==> src/rtl/program_loader_if.sv <==
`default_nettype none
// ============================================================================
//  Module   : program_loader_if
//  Purpose  : Byte-link and memory-write bus bundle for program_loader.
//             master = byte source / memory side, slave = the loader itself.
//  Revision : 1.0  initial release
// ============================================================================
interface program_loader_if;
  logic        in_valid;
  logic [7:0]  in_data;
  logic        in_ready;
  logic [31:0] addr_ext;
  logic        wen_ext;
  logic [31:0] wdata_ext;
  logic [31:0] addr_ext_2;
  logic        wen_ext_2;
  logic [31:0] wdata_ext_2;

  modport master (
    output in_valid, in_data,
    input  in_ready, addr_ext, wen_ext, wdata_ext, addr_ext_2, wen_ext_2, wdata_ext_2
  );

  modport slave (
    input  in_valid, in_data,
    output in_ready, addr_ext, wen_ext, wdata_ext, addr_ext_2, wen_ext_2, wdata_ext_2
  );
endinterface
`default_nettype wire

==> src/rtl/program_loader.sv <==
`default_nettype none
// ============================================================================
//  Module   : program_loader
//  Purpose  : Framed byte-stream boot loader. Assembles 32-bit words and writes
//             them to IMEM or DMEM; RUN/HALT commands gate cpu_enable.
//  Options  : LOADER_CHECKSUM_EN - adds a trailing XOR checksum byte per LOAD.
//  Revision : 1.0  initial release
// ============================================================================
module program_loader #(
  parameter int IMEM_WORDS = 512,
  parameter int DMEM_WORDS = 1024
) (
  input  logic             clk,
  input  logic             arst,
  program_loader_if.slave  bus,
  output logic             cpu_enable,
  output logic             busy,
  output logic             error
);

  typedef enum logic [2:0] {
    S_IDLE   = 3'd0,
    S_CNT_HI = 3'd1,
    S_CNT_LO = 3'd2,
    S_DATA   = 3'd3,
    S_WRITE  = 3'd4,
    S_CSUM   = 3'd5,
    S_RUN    = 3'd6,
    S_ERR    = 3'd7
  } state_t;

  localparam logic [16:0] C_IMEM_LIMIT = 17'(IMEM_WORDS);
  localparam logic [16:0] C_DMEM_LIMIT = 17'(DMEM_WORDS);
`ifdef LOADER_CHECKSUM_EN
  localparam state_t C_FRAME_END = S_CSUM;
`else
  localparam state_t C_FRAME_END = S_IDLE;
`endif

  state_t      r_state, w_next;
  logic        r_tgt_dmem;
  logic [7:0]  r_cnt_hi;
  logic [15:0] r_count;
  logic [15:0] r_word_idx;
  logic [1:0]  r_byte_cnt;
  logic [23:0] r_asm;
  logic [31:0] r_addr_i, r_wdata_i, r_addr_d, r_wdata_d;
`ifdef LOADER_CHECKSUM_EN
  logic [7:0]  r_xor;
`endif

  logic        w_accept;
  logic [15:0] w_count_full;
  logic        w_over;
  logic        w_last_word;

  assign w_accept     = bus.in_valid && bus.in_ready;
  assign w_count_full = {r_cnt_hi, bus.in_data};
  assign w_over       = {1'b0, w_count_full} > (r_tgt_dmem ? C_DMEM_LIMIT : C_IMEM_LIMIT);
  assign w_last_word  = (r_word_idx + 16'd1) == r_count;

  // State register
  always_ff @(posedge clk or posedge arst) begin
    if (arst) r_state <= S_IDLE;
    else      r_state <= w_next;
  end

  // Next-state decode and state-derived outputs
  always_comb begin
    w_next          = r_state;
    bus.in_ready    = 1'b1;
    bus.wen_ext     = 1'b0;
    bus.wen_ext_2   = 1'b0;
    cpu_enable      = 1'b0;
    busy            = 1'b1;
    error           = 1'b0;
    case (r_state)
      S_IDLE: begin
        busy = 1'b0;
        if (w_accept) begin
          case (bus.in_data)
            8'h01, 8'h02: w_next = S_CNT_HI;
            8'h03:        w_next = S_RUN;
            8'h04:        w_next = S_IDLE;
            default:      w_next = S_ERR;
          endcase
        end
      end
      S_CNT_HI: if (w_accept) w_next = S_CNT_LO;
      S_CNT_LO: begin
        if (w_accept) begin
          if (w_over)                    w_next = S_ERR;
          else if (w_count_full == 16'd0) w_next = C_FRAME_END;
          else                           w_next = S_DATA;
        end
      end
      S_DATA: if (w_accept && r_byte_cnt == 2'd3) w_next = S_WRITE;
      S_WRITE: begin
        bus.in_ready  = 1'b0;
        bus.wen_ext   = !r_tgt_dmem;
        bus.wen_ext_2 = r_tgt_dmem;
        w_next        = w_last_word ? C_FRAME_END : S_DATA;
      end
`ifdef LOADER_CHECKSUM_EN
      S_CSUM: if (w_accept) w_next = (bus.in_data == r_xor) ? S_IDLE : S_ERR;
`endif
      S_RUN: begin
        busy       = 1'b0;
        cpu_enable = 1'b1;
        if (w_accept && bus.in_data == 8'h04) w_next = S_IDLE;
      end
      S_ERR: begin
        bus.in_ready = 1'b0;
        error        = 1'b1;
        w_next       = S_ERR;
      end
      default: w_next = S_IDLE;
    endcase
  end

  // Frame datapath: target/count capture, word assembly, write-port registers
  always_ff @(posedge clk or posedge arst) begin
    if (arst) begin
      r_tgt_dmem <= 1'b0;
      r_cnt_hi   <= 8'd0;
      r_count    <= 16'd0;
      r_word_idx <= 16'd0;
      r_byte_cnt <= 2'd0;
      r_asm      <= 24'd0;
      r_addr_i   <= 32'd0;
      r_wdata_i  <= 32'd0;
      r_addr_d   <= 32'd0;
      r_wdata_d  <= 32'd0;
`ifdef LOADER_CHECKSUM_EN
      r_xor      <= 8'd0;
`endif
    end else if (r_state == S_WRITE) begin
      r_word_idx <= r_word_idx + 16'd1;
    end else if (w_accept) begin
      case (r_state)
        S_IDLE: begin
          if (bus.in_data == 8'h01 || bus.in_data == 8'h02) begin
            r_tgt_dmem <= (bus.in_data == 8'h02);
            r_word_idx <= 16'd0;
            r_byte_cnt <= 2'd0;
`ifdef LOADER_CHECKSUM_EN
            r_xor      <= 8'd0;
`endif
          end
        end
        S_CNT_HI: r_cnt_hi <= bus.in_data;
        S_CNT_LO: r_count  <= w_count_full;
        S_DATA: begin
          r_asm      <= {r_asm[15:0], bus.in_data};
          r_byte_cnt <= r_byte_cnt + 2'd1;
`ifdef LOADER_CHECKSUM_EN
          r_xor      <= r_xor ^ bus.in_data;
`endif
          // Address/data registers load as the word completes so they are
          // valid during the WRITE strobe and hold afterwards.
          if (r_byte_cnt == 2'd3) begin
            if (r_tgt_dmem) begin
              r_addr_d  <= {14'd0, r_word_idx, 2'b00};
              r_wdata_d <= {r_asm, bus.in_data};
            end else begin
              r_addr_i  <= {14'd0, r_word_idx, 2'b00};
              r_wdata_i <= {r_asm, bus.in_data};
            end
          end
        end
        default: ;
      endcase
    end
  end

  assign bus.addr_ext    = r_addr_i;
  assign bus.wdata_ext   = r_wdata_i;
  assign bus.addr_ext_2  = r_addr_d;
  assign bus.wdata_ext_2 = r_wdata_d;

endmodule
`default_nettype wire
==> src/flat_wrapper.sv <==
// flat-port wrapper written by rule: the top's interface ports become plain ports
module program_loader_flat 
#(
  parameter int IMEM_WORDS = 512,
  parameter int DMEM_WORDS = 1024
)
  (clk, arst, cpu_enable, busy, error, bus_in_valid, bus_in_data, bus_in_ready, bus_addr_ext, bus_wen_ext, bus_wdata_ext, bus_addr_ext_2, bus_wen_ext_2, bus_wdata_ext_2);
  program_loader_if bus_i ();
  input  logic clk;
  input  logic arst;
  output logic cpu_enable;
  output logic busy;
  output logic error;
  input wire logic [$bits(bus_i.in_valid)-1:0] bus_in_valid;
  input wire logic [$bits(bus_i.in_data)-1:0] bus_in_data;
  output wire logic [$bits(bus_i.in_ready)-1:0] bus_in_ready;
  output wire logic [$bits(bus_i.addr_ext)-1:0] bus_addr_ext;
  output wire logic [$bits(bus_i.wen_ext)-1:0] bus_wen_ext;
  output wire logic [$bits(bus_i.wdata_ext)-1:0] bus_wdata_ext;
  output wire logic [$bits(bus_i.addr_ext_2)-1:0] bus_addr_ext_2;
  output wire logic [$bits(bus_i.wen_ext_2)-1:0] bus_wen_ext_2;
  output wire logic [$bits(bus_i.wdata_ext_2)-1:0] bus_wdata_ext_2;
  assign bus_i.in_valid = bus_in_valid;
  assign bus_i.in_data = bus_in_data;
  assign bus_in_ready = bus_i.in_ready;
  assign bus_addr_ext = bus_i.addr_ext;
  assign bus_wen_ext = bus_i.wen_ext;
  assign bus_wdata_ext = bus_i.wdata_ext;
  assign bus_addr_ext_2 = bus_i.addr_ext_2;
  assign bus_wen_ext_2 = bus_i.wen_ext_2;
  assign bus_wdata_ext_2 = bus_i.wdata_ext_2;
  program_loader #(.IMEM_WORDS(IMEM_WORDS), .DMEM_WORDS(DMEM_WORDS)) u_core (.clk(clk), .arst(arst), .bus(bus_i), .cpu_enable(cpu_enable), .busy(busy), .error(error));
endmodule
==> config.mk <==
export PLATFORM = sky130hd
export DESIGN_NAME = program_loader_flat
export DESIGN_NICKNAME = d
export VERILOG_FILES = /design/src/rtl/program_loader_if.sv /design/src/rtl/program_loader.sv /design/src/flat_wrapper.sv
export SDC_FILE = /design/constraint.sdc
export NUM_CORES = 1
export LEC_CHECK = 0
export ABC_AREA = 0
export BUFFER_PORTS_ARGS = -buffer_cell sky130_fd_sc_hd__buf_2
export CORE_MARGIN = 5
export CORE_UTILIZATION = 42
export DETAILED_ROUTE_END_ITERATION = 10
export PLACE_DENSITY_LB_ADDON = 0.12
export RECOVER_POWER = 50
export SETUP_SLACK_MARGIN = 0.4
export SYNTH_ARGS = -nofsm -noshare
export SYNTH_HDL_FRONTEND = slang
export SYNTH_SLANG_ARGS = --single-unit
export TNS_END_PERCENT = 5
==> constraint.sdc <==
create_clock -name clk -period 15 [get_ports clk]
set_input_delay 2.25 -clock clk [delete_from_list [all_inputs] [get_ports clk]]
set_output_delay 2.25 -clock clk [all_outputs]
set_load 0.1 [all_outputs]
==> metrics list <==
- Summing all placed instances gives a cell area of 8100 sq um.
- After the first detailed-routing iteration, the DRC count stood at 392.
- Total congestion overflow after global routing: 0
- For this run, the share of the core covered by cells in the final layout is 0.493.
- Worst-path clk slew: 0.06 ns
- Of the cells placed in the final design, the portion with a size suffix greater than 1 is 0.203.
* Critical path's largest stage delay: 1.88 ns
- The region available for standard cell placement spans 17400 sq um.
- The floorplan step defined a die boundary enclosing 20600 sq um.
- STA classifies the critical path endpoint as an async pin.
- Pre-CTS setup slack: 10.55 ns
- Arr. time, crit path: 5.44 ns
* Kind of start point of the critical path: input port
- In the routed layout, each cell is associated on average with a via count of 5.15.
- Detail-routed net length per standard cell: 17.4 um
* Detailed Routing Iterations Pass 1: 5
- Remaining DRCs: 0
- Walking the worst path, the cells encountered are buf_2 -> clkinvlp_2 -> buf_4.
* Number of nets at the end of the flow: 756
* Setup skew after layout: 0.00698 ns
- Once detail routing completed, the nets flagged for antenna violations numbered 0.
- After floorplanning, the core was divided into 48 placement rows.
- The critical path in this run is classified as in -> async.
- The initial antenna violation count came to 0.
- H-Tree Level Count: 4
- Gates resized during post-CTS repair numbered 0.
- Cell at the slowest stage of the critical path: clkinvlp_2
- Crit-path max FO: 88
- IR drop worst, VDD: 121 uV
* Fmax: 197 MHz
- Setup Total Neg Slack: 0 ns
* Startpoint of the most critical register-to-register path: u_core.r_state[1]
- Clock net sink count: 166
- Global-route usage over all layers: 0.171
- The number of global-route vias before repair is 5011.
- Post-route worst setup slack: 9.93 ns
* Origin of the worst setup path: arst
* Number of buffers created by CTS: 17
* Wire length after detailed routing: 17.1 mm
- Count of different cell masters after synthesis: 57
- The finished cells cover 8580 sq um.
- After legalization and detailed placement, the total HPWL measured 11.8 mm.
- Violated checks: max-capacitance violations, max-slew violations
- The count of pins over their slew limit is 123.
- Reg2reg setup slack: 11.73 ns
- Clock tree buffer depth: 2
- For this block, the via count after detailed routing is 5033.
* Ports placed on the boundary: 145
- Root buffer cell: clkbuf_16
- The share of the Yosys chip area taken by registers is 0.554.
- In the synthesized netlist the dominant register cell turns out to be dfrtp_1.
- The flow ran to the end, but the final reports show violations.
- Average size of a mapped cell: 11.7 sq um
- Setup fix buffers added after clock tree synthesis: 0
- Hold timing on the final database bottoms out at a slack of 0.483 ns.
- # port buffers: 112
* Number of hold-repair buffers added at the cts stage: 0
- Setup repair after global routing left no endpoint under its margin.
* Source-to-sink clock delay at the later pin of the worst-skew pair: 0.42 ns
* Lkg Pwr: 4.07 nW
- The mapped netlist covers 7500 sq um.
- Worst slew pin tran: 3.44 ns
- Pwr Density: 237 nW/um^2
- The path class of the tightest hold or removal check is reg -> reg.
* Signed area change from the synthesized netlist to the final layout: 14.4%
* Setup-violating endpoint count in the final report: 0
* Effective utilization at floorplan: 0.431
* Count of synthesis-stage warnings from yosys: 0
* Final-report hold violation count: 0
* Share of the cycle needed by the critical path after routing: 0.338
- Height of the die: 144 um
* Asr flop ratio synth: 1.00
* Max-capacitance violation count: 3
- In this run, synthesis produced a sequential element count of 166.
- At the end of routability-driven placement, the weighted congestion stood at 0.882.
- Critical path data required time: 15.38 ns
* Tmin final: 5.07 ns
* Clock tree from TritonCTS: yes
- Number of flops mapped to enable cells by yosys: 0
- In this run the tightest slew margin relative to its limit is -1.30.
* Startpoint of the worst hold path: u_core.bus.addr_ext_2[9]
* First-pass GRT wire length: 27.6 mm
- The die is 144 um wide.
* Mapped Cells: 643
- Entering global routing, the biggest net connects 89 pins.
* Antenna cell count: 0
==> final cells by class <==
cell class | count | area, sq um
clock inverter | 10 | 194
multi-input combinational | 430 | 2990
fill | 1640 | 8840
clock buffer | 21 | 450
timing repair buffer | 116 | 468
tap | 225 | 282
sequential | 166 | 4150
inverter | 10 | 38.8
==> path summary, 6_finish.rpt <==
path	depth (start not counted)	to
worst max register to register	5	u_core.bus.addr_ext[7]
worst min-delay path	2	u_core.bus.addr_ext_2[9]
max in group clk	4	bus_wen_ext
worst max-delay path	3	u_core.r_asm[22]
worst min register to register	2	u_core.bus.addr_ext_2[9]
min in group asynchronous	2	u_core.bus.addr_ext_2[3]
==> through the flow <==
step | std cells | power [W]
floorplan | 674 | 0.00143
global route | 978 | 0.00213
detailed placement | 947 | 0.00158
finish | 978 | 0.00203
global placement | 947 | 0.00156
CTS | 978 | 0.00206
==> power by group <==
| part | switching [W] | total, W | internal (W) |
|---|---|---|---|
| Clock | 0.000173 | 0.000475 | 0.000301 |
| Combinational | 0.000630 | 0.000822 | 0.000192 |
| Sequential | 0.000150 | 0.000733 | 0.000583 |
| Total | 0.000954 | 0.00203 | 0.00108 |
==> layout by cell type, fill, tap and decap left out, drive strengths merged, types with 4 or more instances in the layout <==
cell and count:
nor3b 4, nor2 24, nor3 5, nand2 99, o31ai 4, o211ai 4, nand4 7, nor4 6
o21ai 34, xnor2 20, buf 18, and4 4, a21oi 16, xor2 6, dfrtp 166, bufinv 5
mux2 114, inv 12, ha 4, nand3 11, conb 32, clkbuf 119
==> logic make-up (layout without fill, tap and decap cells) <==
kind of cell               count (synthesis)  in the layout  share of synthesized area
DFF                                      166            166                      0.554
adders and majority gates                  4              4                    0.00667
xor gates and xnor gates                  26             26                     0.0304
and+or+nand+nor                          179            179                      0.118
AOI/OAI and AO/OA                         75             75                     0.0601
other                                      1             32                   0.000500
muxes                                    114            114                      0.171
buffers and inverters                     78            157                     0.0594
==> per-layer routing <==
| layer | share of wire | vias to the layer above | GRT usage |
|---|---|---|---|
| met1 | 0.48 | 2509 | 0.247 |
| met5 | 0 | - | 0 |
| met2 | 0.45 | 158 | 0.262 |
| li1 | - | 2346 | - |
| met4 | 0.015 | 0 | 0.0555 |
| met3 | 0.055 | 20 | 0.0339 |
==> synth_stat cells, drive strengths merged, types with 2 or more instances <==
library cell,n,area (sq um)
xor2,6,52.6
buf,51,344
ha,4,50.1
o22ai,2,12.5
nor3,5,25.0
nor2b,3,18.8
nand4,7,50.1
o21ai,34,170
nand3b,2,15.0
clkbuf,17,63.8
xnor2,20,175
mux2,114,1280
o31ai,4,30.0
dfrtp,166,4150
or2,2,12.5
o211ai,4,30.0
nor3b,4,35.0
and4,4,35.0
inv,10,37.5
a31oi,2,12.5
nand2,99,374
and2,2,12.5
o41ai,2,17.5
nand2b,2,12.5
a21oi,16,80.1
or4,3,26.3
nor2,24,92.6
and3,3,18.8
nand3,11,60.1
nor4,6,80.1
==> critical path, delay by kind of cell <==
kind                   cells  cell delay [ns]
buffers and inverters      3             3.06
==> state kept, by name (all words and copies together) (netlist names) <==
name / cells
u_core.r_tgt_dmem: 1
u_core.bus.addr_ext: 16
u_core.r_asm: 24
u_core.bus.addr_ext_2: 16
u_core.r_cnt_hi: 8
u_core.bus.wdata_ext_2: 32
u_core.bus.wdata_ext: 32
u_core.r_count: 16
u_core.r_state: 3
u_core.r_word_idx: 16
u_core.r_byte_cnt: 2
Note: power is estimated with default switching activity, not from simulation.
